--- config.mk ---
export PLATFORM = sky130hd
export DESIGN_NAME = register_file_wb
export DESIGN_NICKNAME = d
export VERILOG_FILES = /design/src/rtl/register_file_wb_pkg.sv /design/src/rtl/register_file_wb_load_scoreboard.sv /design/src/rtl/register_file_wb.sv
export SDC_FILE = /design/constraint.sdc
export NUM_CORES = 2
export LEC_CHECK = 0
export ABC_CLOCK_PERIOD_IN_PS = 3400
export CORE_MARGIN = 2
export CORE_UTILIZATION = 35
export CTS_BUF_LIST = sky130_fd_sc_hd__clkbuf_4
export DETAILED_ROUTE_END_ITERATION = 12
export PLACE_DENSITY = 0.57
export SETUP_SLACK_MARGIN = 0.05
export SYNTH_ARGS = -nofsm -noshare
export SYNTH_HDL_FRONTEND = slang
export SYNTH_HIERARCHICAL = 1
export SYNTH_SLANG_ARGS = --single-unit
--- constraint.sdc ---
create_clock -name Clk -period 3.4 [get_ports Clk]
set_input_delay 0.34 -clock Clk [delete_from_list [all_inputs] [get_ports Clk]]
set_output_delay 0.34 -clock Clk [all_outputs]
set_load 0.03 [all_outputs]
--- src/rtl/register_file_wb_pkg.sv ---
// Shared widths, index/word types and scoreboard constants for the WB-stage register file.
package regfile_pkg;

   localparam int DATA_W    = 32;
   localparam int REG_IDX_W = 5;
   localparam int NUM_REGS  = 32;
   localparam int PEND_W    = 2;

   typedef logic [REG_IDX_W-1:0] reg_idx_t;
   typedef logic [DATA_W-1:0]    word_t;
   typedef logic [PEND_W-1:0]    pend_t;

   localparam reg_idx_t ZERO_REG = 5'd0;
   localparam pend_t    PEND_MAX = '1;

endpackage

--- src/rtl/register_file_wb_load_scoreboard.sv ---
// Per-register in-flight load counters, busy detection, load-use stall and sticky overflow.
// Optional macro REGFILE_BYPASS_EN lets a register being retired this cycle count as not busy.
module load_scoreboard
   import regfile_pkg::*;
(
   input  logic                 i_clk,
   input  logic                 i_rst_n,
   input  logic                 i_issue_valid,
   input  logic                 i_issue_is_load,
   input  logic [REG_IDX_W-1:0] i_issue_dest,
   input  logic                 i_reg_write,
   input  logic                 i_mem_to_reg,
   input  logic [REG_IDX_W-1:0] i_write_reg,
   input  logic [REG_IDX_W-1:0] i_read_reg1,
   input  logic [REG_IDX_W-1:0] i_read_reg2,
   input  logic                 i_use1,
   input  logic                 i_use2,
   output logic                 o_stall,
   output logic                 o_pend_overflow
);

   pend_t               r_cnt [NUM_REGS];
   logic                r_overflow;
   logic [NUM_REGS-1:0] w_inc;
   logic [NUM_REGS-1:0] w_dec;
   logic [NUM_REGS-1:0] w_busy;
   logic                w_stall;

   // Retire only registers that actually have a load outstanding.
   always_comb begin
      w_dec = '0;
      for (int r = 1; r < NUM_REGS; r++) begin
         w_dec[r] = i_reg_write && i_mem_to_reg && (i_write_reg == reg_idx_t'(r)) &&
                    (r_cnt[r] != '0);
      end
   end

   always_comb begin
      w_busy = '0;
      for (int r = 1; r < NUM_REGS; r++) begin
`ifdef REGFILE_BYPASS_EN
         w_busy[r] = (r_cnt[r] != '0) && !((r_cnt[r] == pend_t'(1)) && w_dec[r]);
`else
         w_busy[r] = (r_cnt[r] != '0);
`endif
      end
   end

   assign w_stall = (i_use1 && w_busy[i_read_reg1]) || (i_use2 && w_busy[i_read_reg2]);

   // A stalled instruction never leaves ID, so its issue must not be counted.
   always_comb begin
      w_inc = '0;
      for (int r = 1; r < NUM_REGS; r++) begin
         w_inc[r] = i_issue_valid && !w_stall && i_issue_is_load &&
                    (i_issue_dest == reg_idx_t'(r));
      end
   end

   always_ff @(posedge i_clk or negedge i_rst_n) begin
      if (!i_rst_n) begin
         for (int r = 0; r < NUM_REGS; r++) begin
            r_cnt[r] <= '0;
         end
         r_overflow <= 1'b0;
      end else begin
         for (int r = 0; r < NUM_REGS; r++) begin
            if (w_inc[r] && !w_dec[r]) begin
               if (r_cnt[r] == PEND_MAX) begin
                  r_overflow <= 1'b1;
               end else begin
                  r_cnt[r] <= r_cnt[r] + 1'b1;
               end
            end else if (w_dec[r] && !w_inc[r]) begin
               r_cnt[r] <= r_cnt[r] - 1'b1;
            end
         end
      end
   end

   assign o_stall         = w_stall;
   assign o_pend_overflow = r_overflow;

endmodule

--- src/rtl/register_file_wb.sv ---
// 32x32 GPR file with one WB write port, two combinational ID read ports and a load scoreboard.
// Optional macro REGFILE_BYPASS_EN forwards same-cycle WB data to the read ports.
module register_file_wb
   import regfile_pkg::*;
(
   input  logic                 Clk,
   input  logic                 Rst_n,
   input  logic                 RegWrite,
   input  logic                 MemtoReg,
   input  logic [REG_IDX_W-1:0] WriteRegister,
   input  logic [DATA_W-1:0]    WriteData,
   input  logic [REG_IDX_W-1:0] ReadRegister1,
   input  logic [REG_IDX_W-1:0] ReadRegister2,
   input  logic                 RegUse1,
   input  logic                 RegUse2,
   input  logic                 IssueValid,
   input  logic                 IssueIsLoad,
   input  logic [REG_IDX_W-1:0] IssueDest,
   output logic [DATA_W-1:0]    ReadData1,
   output logic [DATA_W-1:0]    ReadData2,
   output logic                 LoadUseStall,
   output logic                 PendOverflow
);

   word_t r_regs [NUM_REGS];
   logic  w_hit1;
   logic  w_hit2;

   // Entry 0 is cleared by reset and never written, so it always reads as zero.
   always_ff @(posedge Clk or negedge Rst_n) begin
      if (!Rst_n) begin
         for (int i = 0; i < NUM_REGS; i++) begin
            r_regs[i] <= '0;
         end
      end else if (RegWrite && (WriteRegister != ZERO_REG)) begin
         r_regs[WriteRegister] <= WriteData;
      end
   end

   always_comb begin
      w_hit1 = 1'b0;
      w_hit2 = 1'b0;
`ifdef REGFILE_BYPASS_EN
      w_hit1 = Rst_n && RegWrite && (WriteRegister == ReadRegister1) && (ReadRegister1 != ZERO_REG);
      w_hit2 = Rst_n && RegWrite && (WriteRegister == ReadRegister2) && (ReadRegister2 != ZERO_REG);
`endif
      ReadData1 = w_hit1 ? WriteData : r_regs[ReadRegister1];
      ReadData2 = w_hit2 ? WriteData : r_regs[ReadRegister2];
   end

   load_scoreboard u_scoreboard (
      .i_clk           (Clk),
      .i_rst_n         (Rst_n),
      .i_issue_valid   (IssueValid),
      .i_issue_is_load (IssueIsLoad),
      .i_issue_dest    (IssueDest),
      .i_reg_write     (RegWrite),
      .i_mem_to_reg    (MemtoReg),
      .i_write_reg     (WriteRegister),
      .i_read_reg1     (ReadRegister1),
      .i_read_reg2     (ReadRegister2),
      .i_use1          (RegUse1),
      .i_use2          (RegUse2),
      .o_stall         (LoadUseStall),
      .o_pend_overflow (PendOverflow)
   );

endmodule
Yosys cells after proc, flatten, opt, wreduce, memory -nomap -nowiden
Cells that the tools add are included.

Register bits: 1087. Output and inout port bits: 66. Word-level logic and storage cells: 747.

Add/sub/neg operators: 62. Order comparisons: 6. Equality and inequality tests: 124. Muxes and demuxes: 168. Bitwise gates (word level): 3. Reduce and logical (&&, ||, !) cells: 320.

Operators with widths (count): $bwmux 1024 (1); $bmux 32 s5 (2); $mux 2 (93); $logic_and 1x1->1 (162); $demux 32 s5 (1); $eq 5x5->1 const B (32); $mux 32 (5); $reduce_bool 2->1 (62); $eq 5x4->1 const B (16); $mux 1 (64); $logic_not 1->1 (63); $add 2x1->2 const B (31); $eq 2x2->1 const B (31); $ne 2x2->1 const B (31); $reduce_and 2->1 (31); $sub 2x1->2 const B (31); $eq 5x3->1 const B (8); $eq 5x2->1 const B (4); $ge 6x6->1 const B (3); $not 5->6 (3); $lt 5x6->1 const B (2); $bmux 1 s5 (2); $eq 5x1->1 const B (2); $lt 6x1->1 const B (1); other kinds (2) (2).

Logic depth before layout (Yosys ltp)
Depth after elaboration: 71. Gate-level depth with buffers: 13. Depth with buffers taken out: 9.

By module
The synthesis kept the hierarchy.

Modules (own cells, without submodules): register_file_wb (instances 1, cells each 4601, area each 55942.4 µm², seq. area each 25624.6 µm²); load_scoreboard (instances 1, cells each 764, area each 5516.5 µm², seq. area each 1576.5 µm²).

Least setup slack after synthesis
Ideal clock, no wire load.

Kind: input-to-reg. From: input port ReadRegister1[2]. To: register u_scoreboard/r_cnt[60] in the netlist's numbering. Setup time: 0.135 ns. Arrival time: 2.413 ns. Slack: 0.852 ns. Cell stages on the path: 12. Path buffers: 4. Cells stage by stage: buf_4 nor3_2 a21oi_1 a2111oi_2 a2111oi_2 nor4_2 inv_2 buf_6 buf_6 buf_4 o41ai_1 o22ai_1.

Cells in the longest elaborated chain, start to end: 12. Elaborated cells on any way between the ends: 15. Those cells by class: 1 x eq/ne; 3 x mux; 11 x reduce/logical.

RTL lines: start: declaration (RTL line register_file_wb.sv:12) `input logic [REG_IDX_W-1:0] ReadRegister1,`; $bmux 1 s5 * (RTL line register_file_wb_load_scoreboard.sv:49) `assign w_stall = (i_use1 && w_busy[i_read_reg1]) || (i_use2 && w_busy[i_read_reg2]);`; $mux 1 (not written as such) * (RTL line register_file_wb_load_scoreboard.sv:49); $logic_and 1x1->1 * (RTL line register_file_wb_load_scoreboard.sv:49); $logic_or 1x1->1 * (RTL line register_file_wb_load_scoreboard.sv:49); net LoadUseStall (RTL line register_file_wb.sv:21) `output logic LoadUseStall,`; $logic_not 1->1 * (RTL line register_file_wb_load_scoreboard.sv:55) `w_inc[r] = i_issue_valid && !w_stall && i_issue_is_load &&`; $logic_and 1x1->1 * (3 in a row) (RTL line register_file_wb_load_scoreboard.sv:55); $logic_not 1->1 (RTL line register_file_wb_load_scoreboard.sv:74) `end else if (w_dec[r] && !w_inc[r]) begin`; $logic_and 1x1->1 (RTL line register_file_wb_load_scoreboard.sv:74); $reduce_bool 2->1 (no source line); $reduce_and 2->1 (no source line); end signal: indexed assignment (RTL line register_file_wb_load_scoreboard.sv:72) `r_cnt[r] <= r_cnt[r] + 1'b1;`; end signal: indexed assignment (RTL line register_file_wb_load_scoreboard.sv:75) `r_cnt[r] <= r_cnt[r] - 1'b1;`; end: declaration (RTL line register_file_wb_load_scoreboard.sv:22) `pend_t r_cnt [NUM_REGS];`.

The timed path passes the listed nets; every way through them passes the cells marked *. The select of a mux whose other input is x is not followed. A chain may end at the register's enable or synchronous reset.

Worst setup path after layout
From: register u_scoreboard/r_cnt[25] in the netlist's numbering. To: output port LoadUseStall.

Cells in the longest elaborated chain, start to end: 5. Elaborated cells on any way between the ends: 8. Those cells by class: 4 x mux; 4 x reduce/logical.

RTL lines: $reduce_bool 2->1 * (RTL line register_file_wb_load_scoreboard.sv:44) `w_busy[r] = (r_cnt[r] != '0);`; $bmux 1 s5 (RTL line register_file_wb_load_scoreboard.sv:49); $mux 1 (not written as such) (RTL line register_file_wb_load_scoreboard.sv:49); $logic_and 1x1->1 (RTL line register_file_wb_load_scoreboard.sv:49); $logic_or 1x1->1 * (RTL line register_file_wb_load_scoreboard.sv:49); end: declaration (RTL line register_file_wb.sv:21).

Every way passes the cells marked *; elsewhere a longest branch is shown, timed or not. The select of a mux whose other input is x is not followed.

==> flow_summary_export.csv <==
group,metric,value,unit
min_path,hold-path-cell-count,6,
timing,tns,-0.09139,ns
grt,antenna_found_initial,11,
detailed_routing,dr.max_layer_used,"met5",
detailed_routing,route.met3.wl,12.54,mm
final_layout,layout.cells.non_filler,8171,
timing,rsz0062_at_grt,"yes",
timing,holdWs,0.1849,ns
placement,placed_area,0.06643,mm^2
min_path,hold_class,"primary input to flop",
synth,synth_warnings,6,
critical_path,r2r_start,"u_scoreboard/r_cnt[15]",
placement,dpl.hpwl,124.6,mm
grt,overflow,0,
final_layout,fin_util,40.69,%
critical_path,worst-r2r-setup-slack,0.40,ns
timing,finalMaxSlewViolations,0,
detailed_routing,drt-met1-wl,92.56,mm
min_path,hold_start,"IssueIsLoad",
critical_path,reg2reg_to,"u_scoreboard/r_cnt[20]",
timing,slew_headroom,16.39,%
synth,syn-instance-count,5365,
pwr,ir_drop,0.3836,mV
critical_path,path_class,"flop to primary output",
synth,synth.net_count,5425,
clock_tree,cts_max_path_buffers,4,
critical_path,cp-start-kind,"flop",
detailed_routing,drcViolationCount,0,
synth,synth_cell_type_count,71,
timing,setup_viol,1,
timing,period_share,102.7,%
die,pin_count,126,
clock_tree,cts_buffers,330,
final_layout,area_growth,15.33,%
detailed_routing,wl,211.2,mm
die,start_util,35.28,%
detailed_routing,wl_per_cell,25.85,um
job,cap_viol_max_count,0,
clock_tree,h-tree-depth,5,
placement,placed_cells,7590,
timing,hold_viol_final,0,
detailed_routing,wl_met2,98.32,mm
pwr,total_power,37.37,mW
die,die_w,423.0,um
timing,period_minus_slack,3.491,ns
pwr,p_leak,32.62,nW
critical_path,cp.arrival,3.15,ns
final_layout,seqCellArea,0.02722,mm^2
grt,grt_max_degree,117,
detailed_routing,ant_nets,0,
placement,portBuffers,125,
final_layout,fill_cells,16850,
detailed_routing,viasPerCell,5.710,
synth,ys.flop_type,"dfrtp_1",
final_layout,layout-drive-gt1-share,33.26,%
min_path,hold_end,"u_scoreboard/r_cnt[39]",
clock_tree,cts.sinks,1087,
synth,ys_seq_area_share,44.26,%
detailed_routing,first_iter_violations,3684,
die,die_area,0.1790,mm^2
die,fp.dieH,423.0,um
synth,synth_edf_count,0,
final_layout,finalInstanceArea,0.07088,mm^2
detailed_routing,routed-via-count,46660,
synth,synthArstFlopShare,100.0,%
final_layout,nets,5687,
critical_path,worstPathRequired,3.06,ns
grt,grt.total_usage,23.12,%
critical_path,ff2ff_path_depth,12,
synth,syn-mean-instance-area,11.46,um^2
timing,finalClockSkew,0.09037,ns
clock_tree,cts_root_buf,"clkbuf_4",
die,num_rows,153,
synth,synth_seq_cells,1087,
pwr,p_per_area,527.2,mW/mm^2
synth,synth_area,0.06146,mm^2
placement,place_ws,-0.004183,ns
timing,setup_ws,-0.09139,ns
grt,grt_pass1_vias,48080,
critical_path,endpoint_kind,"primary output",
timing,worst_pin_slew,1.250,ns
die,core_area,0.1742,mm^2
final_layout,multi_input_area,0.03180,mm^2
detailed_routing,drt-pass1-iter-count,6,
grt,grt_pass1_wl,313.4,mm
status,status,"finished, violations left",
status,violations,"setup timing",
placement,gp_congestion,0.8724,
clock_tree,clk-insertion-delay-late,1.30,ns
clock_tree,path_clk_slew,0.06,ns
clock_tree,cts_tree,"built",
timing,fmax,0.2864,GHz
critical_path,critPathMaxFanout,7,
-- power by group --
group          switching [mW]  internal, mW
Clock                    5.95          6.43
Sequential               1.77          15.3
Combinational            3.91          4.00
Total                    11.6          25.7
-- worst max-delay path, cell delays in order, from the launching register on --
cell	delay, ns
dfrtp_2	0.42
nor2_1	0.08
mux4_2	0.46
a21o_1	0.22
a2111oi_4	0.27
nor4_4	0.10
inv_2	0.09
buf_12	0.11
buf_8	0.11
-- timing repair --
item | 4_1_cts | 5_1_grt
pin swaps | 14 | 4
endpoints found under the setup margin | 18 | 3
hold buffers | 7 | 0
buffers inserted | 23 | 0
hold endpoints to repair | 1090 | 0
cloned | 1 | 0
gates resized for setup | 66 | 7
-- Yosys cell counts (14+ instances only) --
master    number  area [um^2]
dfrtp_1     1087        27200
mux2i_1     1028        10290
mux2_2       954        10740
nand2_1      300         1126
a21oi_1      254         1271
clkbuf_1     242        908.4
nand3_1      231         1156
a22oi_1      195         1464
a22o_1       128         1121
nor3_1       121        605.6
buf_2        120        600.6
nor2_1       106        397.9
a31oi_1       68        425.4
buf_4         67        503.0
o21ai_0       61        305.3
buf_6         53        596.8
mux2_1        40        450.4
buf_1         29        108.9
inv_1         24        90.09
nand4_1       24        150.1
o211ai_1      17        127.6
nor2_4        16        180.2
nand2b_1      15        93.84
or3_1         14        87.58
-- flip-flops by register name, indices dropped and copies added, names as in the netlist --
signal,cells
u_scoreboard/r_cnt,62
r_regs,1024
u_scoreboard/o_pend_overflow,1
-- layout by cell type (no fill, tap or decap), types with 128 or more instances in the layout --
cell type  synthesis  routed
nand2_1          300     283
buf_4             67     254
dfrtp_1         1087    1072
mux2i_1         1028    1028
a22o_1           128     128
mux2_2           954     954
nand3_1          231     223
clkbuf_4           0     463
a22oi_1          195     195
a21oi_1          254     253
-- layout make-up --
| class | instances | area share, % |
|---|---|---|
| diodes | 10 | 0.03530 |
| clock buffers | 463 | 4.904 |
| clock inverters | 78 | 0.5384 |
| inverters | 25 | 0.1324 |
| multi-input cells | 3742 | 44.87 |
| flip-flops and latches | 1087 | 38.40 |
| well taps | 2325 | 4.104 |
| repair buffers | 441 | 7.020 |
-- metal layers --
layer | GRT usage [%] | vias to the layer above
met2 | 36.59 | 1573
met1 | 30.88 | 24120
met4 | 9.632 | 2
met5 | 0 | -
li1 | - | 20540
met3 | 4.472 | 425
-- cell families after synthesis --
kind of cell    after synthesis  share of synthesized area [%]
mux                        2026                          35.10
flops                      1087                          44.26
simple gates                918                          7.309
compound gates              784                          8.557
buf+inv                     536                          4.575
xor+xnor                     14                         0.1995
-- worst max-delay path by stage --
stage / slack [ns] / from / end
floorplan: 0.85 / ReadRegister1[2] / u_scoreboard/r_cnt[60]
global placement: 0.03 / ReadRegister1[0] / u_scoreboard/r_cnt[2]
detailed placement: -0.004 / ReadRegister1[0] / u_scoreboard/r_cnt[2]
CTS: -0.22 / u_scoreboard/r_cnt[52] / LoadUseStall
global route: -0.33 / u_scoreboard/r_cnt[47] / LoadUseStall
finish: -0.09 / u_scoreboard/r_cnt[25] / LoadUseStall
No activity file was read; power rests on OpenSTA's default activity.
